[config.mk]
export PLATFORM = sky130hd
export DESIGN_NAME = memory_arbiter
export DESIGN_NICKNAME = d
export VERILOG_FILES = /design/src/rtl/memory_arbiter.sv
export SDC_FILE = /design/constraint.sdc
export NUM_CORES = 1
export LEC_CHECK = 0
export BUFFER_PORTS_ARGS = -buffer_cell sky130_fd_sc_hd__buf_2
export CORE_AREA = 2 2 196 198
export DETAILED_ROUTE_END_ITERATION = 10
export DIE_AREA = 0 0 198 200
export GPL_ROUTABILITY_DRIVEN = 1
export PLACE_DENSITY = 0.36
export REMOVE_ABC_BUFFERS = 1
export SLEW_MARGIN = 20
export SYNTH_ARGS = -nofsm -noshare
export SYNTH_HDL_FRONTEND = slang
export SYNTH_SLANG_ARGS = --single-unit
[constraint.sdc]
create_clock -name CLK -period 2.35 [get_ports CLK]
set_input_delay 0.235 -clock CLK [delete_from_list [all_inputs] [get_ports CLK]]
set_output_delay 0.235 -clock CLK [all_outputs]
set_load 0.02 [all_outputs]
[src/rtl/memory_arbiter.sv]
// Two-core memory arbiter: one RAM transaction at a time, data before
// instruction, round-robin ties, one-cycle snoop ahead of coherent writes.
module memory_arbiter #(
  parameter int CPUS = 2
) (
  input  logic                  CLK,
  input  logic                  RST,
  input  logic [CPUS-1:0]       iREN,
  input  logic [CPUS-1:0]       dREN,
  input  logic [CPUS-1:0]       dWEN,
  input  logic [CPUS-1:0][31:0] iaddr,
  input  logic [CPUS-1:0][31:0] daddr,
  input  logic [CPUS-1:0][31:0] dstore,
  input  logic [CPUS-1:0]       ccwrite,
  input  logic [CPUS-1:0]       cctrans,
  input  logic [31:0]           ramload,
  input  logic [1:0]            ramstate,
  output logic [CPUS-1:0]       iwait,
  output logic [CPUS-1:0]       dwait,
  output logic [CPUS-1:0][31:0] iload,
  output logic [CPUS-1:0][31:0] dload,
  output logic [31:0]           ramaddr,
  output logic [31:0]           ramstore,
  output logic                  ramREN,
  output logic                  ramWEN,
  output logic [CPUS-1:0]       ccwait,
  output logic [CPUS-1:0]       ccinv,
  output logic [CPUS-1:0][31:0] ccsnoopaddr
);

  typedef enum logic [2:0] {
    IDLE,
    SNOOP,
    DREAD,
    DWRITE,
    IREAD
  } state_t;

  localparam logic [1:0] ACCESS = 2'd2;

  state_t state, nstate;
  logic   g, ng;
  logic   last, nlast;
  logic   o;
  logic   acc;
  logic [CPUS-1:0] dreq;

  assign o    = ~g;
  assign acc  = (ramstate == ACCESS);
  assign dreq = dREN | dWEN;

  for (genvar k = 0; k < CPUS; k++) begin : g_load
    assign iload[k] = ramload;
    assign dload[k] = ramload;
  end

  // Tie goes to the core that did not complete last.
  function automatic logic pick(input logic [1:0] m, input logic l);
    return (m == 2'b11) ? ~l : m[1];
  endfunction

  always_ff @(posedge CLK or posedge RST) begin
    if (RST) begin
      state <= IDLE;
      g     <= 1'b0;
      last  <= 1'b1;
    end else begin
      state <= nstate;
      g     <= ng;
      last  <= nlast;
    end
  end

  always_comb begin
    nstate      = state;
    ng          = g;
    nlast       = last;
    iwait       = '1;
    dwait       = '1;
    ramaddr     = '0;
    ramstore    = '0;
    ramREN      = 1'b0;
    ramWEN      = 1'b0;
    ccwait      = '0;
    ccinv       = '0;
    ccsnoopaddr = '0;
    unique case (state)
      IDLE: begin
        if (|dreq) begin
          ng = pick(dreq, last);
          if (cctrans[ng] && ccwrite[ng])
            nstate = SNOOP;
          else if (dWEN[ng])
            nstate = DWRITE;
          else
            nstate = DREAD;
        end else if (|iREN) begin
          ng     = pick(iREN, last);
          nstate = IREAD;
        end
      end
      SNOOP: begin
        ccwait[o]      = 1'b1;
        ccinv[o]       = 1'b1;
        ccsnoopaddr[o] = daddr[g];
        nstate = dWEN[g] ? DWRITE : DREAD;
      end
      DREAD: begin
        ramREN  = 1'b1;
        ramaddr = daddr[g];
        if (!dREN[g]) begin
          nstate = IDLE;
        end else if (acc) begin
          dwait[g] = 1'b0;
          nstate   = IDLE;
          nlast    = g;
        end
      end
      DWRITE: begin
        ramWEN   = 1'b1;
        ramaddr  = daddr[g];
        ramstore = dstore[g];
        if (!dWEN[g]) begin
          nstate = IDLE;
        end else if (acc) begin
          dwait[g] = 1'b0;
          nstate   = IDLE;
          nlast    = g;
        end
      end
      IREAD: begin
        ramREN  = 1'b1;
        ramaddr = iaddr[g];
        if (!iREN[g]) begin
          nstate = IDLE;
        end else if (acc) begin
          iwait[g] = 1'b0;
          nstate   = IDLE;
          nlast    = g;
        end
      end
      default: nstate = IDLE;
    endcase
  end

endmodule
Yosys cells after proc, flatten, opt, wreduce, memory -nomap -nowiden --
Cells that the tools add are included.
Cells by class: order comparisons 5, equality and inequality tests 11, mux-type cells 55, bitwise operators 5, reduce and logical (&&, ||, !) cells 12
Operators with widths (count):
- 32-bit two-way mux | 8
- 64-bit bitwise AND | 1
- 64-bit two-way mux | 1
- 32-bit case mux with 2 select lines | 1
- 32-bit demux with 1-bit select | 1
- 1-bit two-way mux | 26
- 3-bit two-way mux | 6
- 3-bit case mux with 5 select lines | 1
- 2-bit two-way mux | 7
- 2-bit OR reduction | 4
- 2-bit == test (second input constant) | 3
- 3-bit by 2-bit == test with 1-bit output (second input constant) | 2
- 1-bit by 2-bit < comparator with 1-bit output (second input constant) | 3
- 2-bit inequality test (second input constant) | 3
- 2-bit case mux with 2 select lines | 1
- 4-bit AND reduction | 1
- 3-bit by 1-bit == test with 1-bit output (second input constant) | 1
- 3-bit == test (second input constant) | 1
- 1-bit logical AND | 3
- 3-bit logical NOT | 1
- 3-bit inequality test (second input constant) | 1
- 1-bit case mux with 3 select lines | 1
- 3-bit nonzero test | 1
- 1-bit demux with 1-bit select | 2
- 6 further kinds | 8
Storage, ports and cells: word-level logic and storage cells 91, output and inout bits 266, input port bits 238, bits in registers 5

Logic depth before layout (Yosys ltp) --
Gate-level depths: netlist of the first run.
depth in word-level cells 9, gate-level depth with buffers 6, gate-level depth less buffers 4

Worst setup path after synthesis of the first run --
OpenSTA, ideal clock, no wires.
kind register to output, start reg state[2], end out ccsnoopaddr[52] in the netlist's numbering, path slack 0.520 ns, data required time 2.115 ns, buffers on the path 1, arrival time 1.595 ns, stages on the path, launching flop included 5, cell sequence dfrtp_1 nand2b_1 or2_1 clkbuf_1 nor3b_1
RTL lines:
- from (decl) | line 41 | state_t state, nstate;
- from (signal assigned) | line 68 | state <= nstate;
- to (decl) | line 28 | output logic [CPUS-1:0][31:0] ccsnoopaddr

==> results of run 1 <==
==> area by class of cell <==
| type | instances | area, µm² |
|---|---|---|
| multi-input cells | 279 | 2080 |
| repair buffers | 362 | 1920 |
| fillers | 4333 | 32500 |
| inverters | 2 | 7.51 |
| diodes | 1 | 2.50 |
| clock buffers | 4 | 78.8 |
| flip-flops and latches | 5 | 130 |
| well taps | 511 | 639 |
==> flip-flops by register name, summed over array words and instances (netlist names) <==
name,count
state,3
g,1
last,1
==> per-stage QoR <==
step           setup slack (ns)  hold slack, ns  cell area [µm²]
3_5_place_dp              0.417           0.138             4770
5_1_grt                  0.0730           0.352             4860
4_1_cts                   0.170           0.333             4860
2_1_floorplan             -3.76          0.0128             2200
6_report                  0.202           0.339             4860
3_3_place_gp              0.422           0.143             4770
==> worst paths after layout <==
kind / end / slack [ns] / cells past startpoint
min in group asynchronous: state[1] / 0.45 / 3
hold reg to reg: last / 0.64 / 1
setup reg to reg: last / 0.52 / 4
hold / removal: g / 0.34 / 3
setup / recovery: ccsnoopaddr[53] / 0.20 / 5
max in group asynchronous: last / 1.66 / 3
==> cells in the final DEF, fill, tap and decap left out, drive strengths merged, types with 3 or more instances in the layout <==
cell / n
and2: 22
nand2b: 5
a21oi: 4
nor3b: 15
mux2i: 100
nand2: 5
clkbuf: 4
o21ai: 3
nor2: 39
buf: 361
dfrtp: 4
and3: 32
o22ai: 33
==> power by group <==
group | internal, µW | leakage (µW) | switching [µW]
combinational | 1520 | 0.00284 | 2270
clock | 225 | 0.0000382 | 58.0
sequential | 133 | 0.0000590 | 160
total | 1880 | 0.00294 | 2490
==> worst reg2reg max path, stage by stage, from the launching register on <==
cell and delay, ns:
dfrtp_4 0.68, mux2_2 0.41, and2_1 0.15, o221ai_2 0.20
mux2_4 0.32
==> logic make-up (layout without fill, tap and decap cells) <==
kind of cell / Yosys count / count (layout) / synth area share, %
compound gates: 47 / 47 / 9.09
other cells: 0 / 1 / 0
flops: 5 / 5 / 3.79
simple gates: 130 / 130 / 22.0
mux: 102 / 102 / 30.8
buf+inv: 167 / 368 / 34.3
==> layer usage <==
layer,global-route usage [%],wire length (µm),vias up
met3,5.75,3330,29
li1,-,-,1849
met5,4.07,146,-
met1,9.54,7410,1794
met2,14.3,8370,428
met4,2.90,523,7
==> run metrics, run 1 <==
required time of the critical path=about 2.1 ns; clock buffer depth=2; H-tree levels=1; CP peak stage delay=between 0.5 and 0.6 ns; fin nets=891; Worst setup SP type=flop; delay-heaviest family, CP=simple AND/OR/NAND/NOR gates; Initial Util=under 10%; largest net degree at the start of global routing=36; fin cells=1,164; global-route total usage across every layer=~9%; post-CTS sizing=0; die area=slightly below 0.04 mm²; clk slew on worst S/H paths=0.03 ns; Cells after DPL=1,158; ranking of synthesized cells by area=mux2i_1, buf_4, o22ai_1, and3_1, nor2_1; CP Cell Sequence=nand2b_1, or2_1, buf_4, nor3b_1, buf_2; synth cell count leaders=buf_4, mux2i_1, nor2_1, o22ai_1, and3_1; Slowest-stage cell, CP=dfrtp_1; TritonCTS Buffers=3; Post-CTS Setup Inserts=0; Yosys top cell area share=30.0%; post-layout util=around an eighth; post-route clock skew=0.00157 ns; site row count=71; Pleak=0.00294 µW; Post-synth ARST share=100%; status=complete, no violations; Worst Hold Launch=iREN[1]; endpoint class of the critical path=output pin; max-slew violations=0; first-pass GRT wire length=25,700 µm; Relative slew margins=64.9%; TNS Setup=0 ns; unrepaired setup endpoints after global routing=false; Starting DRT DRC Count=119; die width=198 µm; overall power=4370 µW; GPL Wtd Cong=0.699; Die Y=200 µm; CTS tree=built; worst-path fanout max=12; total grt overflow=0; CP startpoint=state[0]; Detail Route Antenna Nets=0; EDFF count, synth=0; Avg Cell Area, Syn=7.39 µm²; Synth area leader=mux2i_1; VDD IR max=0.000312 V; number of global-route vias before repair=3,858; sequential area share after synthesis=between 3 and 4%; worst hold path class=primary input to flop; clk sinks=5; Worst-Skew Late Latency=0.23 ns; share of layout cells above drive strength 1=roughly 58%; Core Box Area=0.0374 mm²; final setup fails=0; # IOs=504; synth warn=0; Hold-fix buffers, CTS=1; Worst EP arrival=1.91 ns; Hold Violations, Final=0; Final min period=between 2 and 2.5 ns; Worst Path Buf+Inv=2; reg2reg start=g; MaxCap Viol Count=0; Port Buffer Count=approximately 340; Final Cycle Share=91.4%; Synth Cell Area=0.00333 mm²; area added between synthesis and finish=45.9%; Mapped Cells=451; Primary FF master, synth=dfrtp_1; Synth cell types=35; Detailed Route WL=19,800 µm; Root Buffer=clkbuf_16; vias per cell=3.53; achievable clock frequency=0.465 GHz; hpwl dp=16,200 µm; antenna violations before repair=1; DR DRC count=0; #FFs+latches synth=5; pwr dens=roughly 900 mW/mm²; DR pass1 iterations=4; detailed-route via count=approximately 4,100; DR WL/cell=between 15 and 20 µm; count leader, synth=buf_4; WS Path Type=flop to output pin; worst slew pin tran=0.521 ns
Note: power is estimated with default switching activity, not from simulation.
==> run 2, diff against run 1 <==
clock period = 2.7 ns   (was 2.35 ns; I/O delays follow)
==> run 2 against run 1 <==
  * Sequential share of layout area barely moved
  * Routed wire length rose by 1.5%
  * Total power fell by 14%
  * Die area did not move
  * Clock skew barely moved
  * Via count rose by 0.39%
  * Count of clock-buffer cells in the layout did not move
  * Flip-flop and latch count did not move
  * Register-to-register slack improved by 0.31 ns
  * Sequential power fell by 7.5%
  * First-iteration DRC count fell by 22%
  * Critical path type unchanged
  * Largest power group unchanged
==> run metrics, run 2 (synthesis results as in run 1) <==
worst-path fanout max=35; Die Y=roughly 200 µm; Post-CTS Setup Inserts=0; # IOs=504; worst slew pin tran=0.614 ns; Starting DRT DRC Count=93; clock buffer depth=2; post-CTS sizing=0; die area=0.0396 mm²; unrepaired setup endpoints after global routing=false; hpwl dp=16,500 µm; Detail Route Antenna Nets=0; CTS tree=built; CP Cell Sequence=buf_12, buf_12, mux2i_1, o22ai_1, buf_2; WS Path Type=flop to output pin; achievable clock frequency=0.443 GHz; area occupied by multi-input gates=0.00208 mm²; final setup fails=0; Pleak=0.00292 µW; Relative slew margins=59.0%; endpoint class of the critical path=output pin; Sequential Power Share=7.2%; Worst-Skew Late Latency=0.23 ns; met3 Track Usage GR=5.90%; clk slew on worst S/H paths=0.03 ns; pwr dens=roughly 800 mW/mm²; H-tree levels=1; die width=~200 µm; net switching power=2160 µW; largest register by flop count=state; P_int=1610 µW; Core Box Area=0.0374 mm²; DR WL/cell=17.2 µm; TritonCTS Buffers=3; GRT busiest layer=met2; Setup WS pre-CTS=0.681 ns; largest net degree at the start of global routing=36; antenna violations before repair=1; GPL Wtd Cong=0.705; CP peak stage delay=about 0.7 ns; area added between synthesis and finish=44.9%; DR DRC count=0; Detailed Route WL=20,100 µm; required time of the critical path=2.43 ns; Initial Util=8.91%; GR met1 Demand/Resource=9.45%; biggest regs=state (3), g (1), last (1); Hold Violations, Final=0; delay-heaviest family, CP=flip-flops; status=complete, no violations; VDD IR max=0.000255 V; detailed-route via count=4,123; site row count=71; overall power=about 3800 µW; most frequent cells in the layout=buf_2, mux2i_1, nor2_1, o22ai_1, and3_1; Slowest-stage cell, CP=dfrtp_4; GR Layer Usage met2=14.9%; global-route total usage across every layer=9.08%; Worst setup SP type=flop; Port Buffer Count=343; share of layout cells above drive strength 1=57.7%; max reg flops=3; sw frac=between 50 and 60%; vias per cell=3.54; clk sinks=5; Root Buffer=clkbuf_16; clock share of power=6.5%; worst hold path class=primary input to flop; Final Cycle Share=83.6%; MaxCap Viol Count=0; final worst slack=0.443 ns; max-slew violations=0; Final min period=about 2.3 ns; Worst Path Buf+Inv=3; post-layout util=12.9%; DR pass1 iterations=4; Worst EP arrival=1.99 ns; number of global-route vias before repair=3,881; Comb power frac=86.3%; total grt overflow=0; first-pass GRT wire length=25,800 µm; Fillers=about 4,300; Hold-fix buffers, CTS=1; most frequent CP cell=buf_12; FF/Latch Area=130 µm²; fin nets=891; most common cell after layout, fill and taps aside=buf_2; post-route clock skew=approximately 0.0019 ns
## run 2: cell count changes in the layout (fill, tap and decap cells not counted), sizes merged
cell   before  now
diode       1    3
## run 2: power groups by stage
stage	sequential, µW	clock, µW	combinational (µW)
finish	272	244	3250
global route	281	252	3520
CTS	273	248	3310
detailed placement	271	0	3300
global placement	272	0	3340
floorplan	396	0	1890
## run 2: final cells by class
| cell class | instances | share of cell area, % |
|---|---|---|
| well taps | 511 | 13.2 |
| multi-input cells | 279 | 43.0 |
| inverters | 2 | 0.155 |
| flip-flops and latches | 5 | 2.70 |
| clock buffers | 4 | 1.63 |
| diodes | 3 | 0.155 |
| repair buffers | 362 | 39.1 |
## run 2: worst paths after layout
kind                       cells past startpoint  startpoint          end  slack [ns]
setup / recovery                               5           g  ramaddr[13]        0.44
hold / removal                                 3     iREN[1]            g        0.39
setup reg to reg                               4           g         last        0.83
hold reg to reg                                1        last         last        0.65
max in group asynchronous                      3         RST         last        1.95
min in group asynchronous                      3         RST     state[0]        0.51
## run 2: worst register-to-register path, delay by kind of cell (launching register included)
| family | cells | cell delay [ns] |
|---|---|---|
| simple gates | 1 | 0.15 |
| compound gates | 1 | 0.20 |
| mux | 2 | 0.72 |
| flops | 1 | 0.72 |
## run 2: per-layer routing
layer,share of wire [%],vias to the layer above
met2,44,404
li1,-,1853
met5,0.53,-
met3,16,18
met4,1.4,4
met1,38,1844
## run 2: stage by stage
step / std cells / hold slack [ns] / cell area [µm²] / TNS (ns)
3_5_place_dp: 1158 / 0.181 / 4730 / 0
2_1_floorplan: 286 / 0.0478 / 2200 / -311.83
3_3_place_gp: 1158 / 0.178 / 4730 / 0
4_1_cts: 1163 / 0.384 / 4820 / 0
6_report: 1166 / 0.388 / 4830 / 0
5_1_grt: 1164 / 0.418 / 4820 / 0
==> run 3, diff against run 2 <==
ABC_AREA = 1   (was unset)
clock period = 2.1 ns   (was 2.7 ns; I/O delays follow)
==> run 3 against run 2 <==
  * Die area did not move
  * Total power rose by 48%
  * Synthesized cell count rose by 57%
  * Design area rose by 4.0%
  * Sequential power fell by 17%
  * Register-to-register slack got worse by 0.24 ns
  * Combinational power rose by 54%
  * Clock power rose by 31%
  * Non-clock buffer count fell by 5
  * Hold slack got worse by 0.023 ns
  * Sequential share of layout area fell by 0.079 points
  * Utilization rose by 0.52 points
  * Largest power group unchanged
==> run metrics, run 3 <==
clock buffer depth=2; worst reg-to-reg setup slack=roughly 0.59 ns; Avg Cell Area, Syn=4.97 µm²; final setup fails=0; final worst slack=0.0222 ns; WHS=0.365 ns; VDD IR max=0.000573 V; reg2reg start=g; Synth cell types=21; Starting DRT DRC Count=190; WS Path Type=flop to output pin; worst-path fanout max=44; Worst EP arrival=1.87 ns; final instance area=0.00502 mm²; Pleak=~0.0033 µW; CP Cell Sequence=buf_12, o21ai_0, a22o_1, buf_2; first-pass GRT wire length=36,300 µm; synth warn=0; Die Y=200 µm; GR Layer Usage met2=21.3%; CTS tree=built; Worst Path Buf+Inv=2; max-slew violations=0; DR WL/cell=19.9 µm; die area=just under 0.04 mm²; MaxCap Viol Count=0; Post-CTS Setup Inserts=0; Core Box Area=0.0374 mm²; Mapped Cells=707; GPL Wtd Cong=0.894; Primary FF master, synth=dfrtp_1; pwr dens=~1100 mW/mm²; Final Cycle Share=between 90% and 100%; ranking of synthesized cells by area=nand2_1, buf_4, nor2_1, a22o_1, inv_1; detailed-route via count=4,941; sequential area share after synthesis=between 3 and 4%; Worst setup SP type=flop; die width=198 µm; vias per cell=approximately 3.5; share of layout cells above drive strength 1=41.3%; TritonCTS Buffers=3; DR DRC count=0; synth cell count leaders=nand2_1, buf_4, nor2_1, inv_1, a22o_1; Hold Violations, Final=0; EDFF count, synth=0; GR met1 Demand/Resource=14.7%; fin nets=1,140; clk slew on worst S/H paths=0.03 ns; hpwl dp=24,300 µm; count leader, synth=nand2_1; CP startpoint=g; status=complete, no violations; site row count=71; total grt overflow=0; Antenna Cells=0; Slowest-stage cell, CP=dfrtp_4; Placed Area=0.00493 mm²; met3 Track Usage GR=8.42%; Relative slew margins=63.7%; Post-synth ARST share=100%; required time of the critical path=1.89 ns; biggest regs=state (3), g (1), last (1); Worst Hold Launch=dWEN[0]; DR pass1 iterations=4; global-route total usage across every layer=13.2%; Detail Route Antenna Nets=0; Synth area leader=nand2_1; worst hold path class=primary input to flop; CP peak stage delay=between 0.5 and 0.6 ns; achievable clock frequency=0.481 GHz; area added between synthesis and finish=42.8%; Port Buffer Count=343; Root Buffer=clkbuf_16; post-route clock skew=0.00132 ns; endpoint class of the critical path=output pin; unrepaired setup endpoints after global routing=false; largest net degree at the start of global routing=between 60 and 70; max reg flops=3; most common cell after layout, fill and taps aside=buf_2; most frequent cells in the layout=buf_2, nand2_1, nor2_1, inv_1, a22o_1; antenna violations before repair=2; delay-heaviest family, CP=compound AO/OA/AOI/OAI gates; Initial Util=9.40%; H-tree levels=1; Detailed Route WL=around 28,000 µm; Setup WS pre-CTS=0.191 ns; largest register by flop count=state; clk sinks=5; number of global-route vias before repair=~4,600; Yosys top cell area share=35.1%; Worst-Skew Late Latency=0.23 ns; # IOs=504; Final min period=2.08 ns; worst slew pin tran=around 0.54 ns; GRT busiest layer=met2; #FFs+latches synth=5; Synth Cell Area=roughly 0.0035 mm²
## run 3: changes by cell type after synthesis, sizes merged, moves of 32 or more
cell | before | now
a22o | 0 | 33
and3 | 32 | 0
inv | 2 | 61
mux2i | 100 | 0
nand2 | 5 | 329
nor2 | 39 | 82
o22ai | 33 | 0
## run 3: repair_timing
action                     4_1_cts  5_1_grt
resized for setup                2        5
hold buffers                     1        0
pin swaps                        0        0
cloned                           0        0
hold endpoints to repair         4        0
setup endpoints to repair        2        8
## run 3: routing by layer
| metal | vias up | share of wire, % |
|---|---|---|
| li1 | 2394 | - |
| met5 | - | 0.66 |
| met4 | 8 | 1.4 |
| met1 | 2162 | 37 |
| met3 | 26 | 15 |
| met2 | 351 | 46 |
## run 3: path summary, 6_finish.rpt
kind	depth (start not counted)	to
max	4	ramaddr[31]
min	5	state[0]
max reg2reg	7	last
min reg2reg	2	last
max in group asynchronous	3	last
min in group asynchronous	3	state[2]
## run 3: where the power goes
part           internal (µW)  leakage [µW]  switching [µW]  total (µW)
registers                152     0.0000586            73.4         225
clock network            252     0.0000382            68.3         320
logic                   1600       0.00325            3420        5020
## run 3: final cells by class
cell class / count / area, µm²
Fill cell: 4500 / 32400
Multi-Input combinational cell: 474 / 2020
Sequential cell: 5 / 131
Inverter: 61 / 230
Clock buffer: 4 / 78.8
Tap cell: 511 / 639
Timing Repair Buffer: 357 / 1920
## run 3: logic make-up after synthesis
logic type             after synthesis  share of synthesized area [%]
buffers and inverters              228                           39.4
DFF                                  5                           3.59
AOI/OAI and AO/OA                   54                           11.4
and+or+nand+nor                    420                           45.6
## run 3: through the flow
stage / cells / TNS, ns / util [%] / power, µW
after floorplan: 540 / -180.10 / - / 3130
after global routing: 1412 / 0 / 13.4 / 6130
after detailed placement: 1407 / 0 / 13.2 / 5360
after CTS: 1412 / 0 / 13.4 / 5710
after global placement: 1407 / 0 / 13.2 / 5390
final: 1412 / 0 / 13.4 / 5570
## run 3: tightest hold or removal path, delay by kind of cell
kind,cells,cell delay (ns)
buffers and inverters,1,0.13
and+or+nand+nor,3,0.15
AOI/OAI and AO/OA,1,0.07
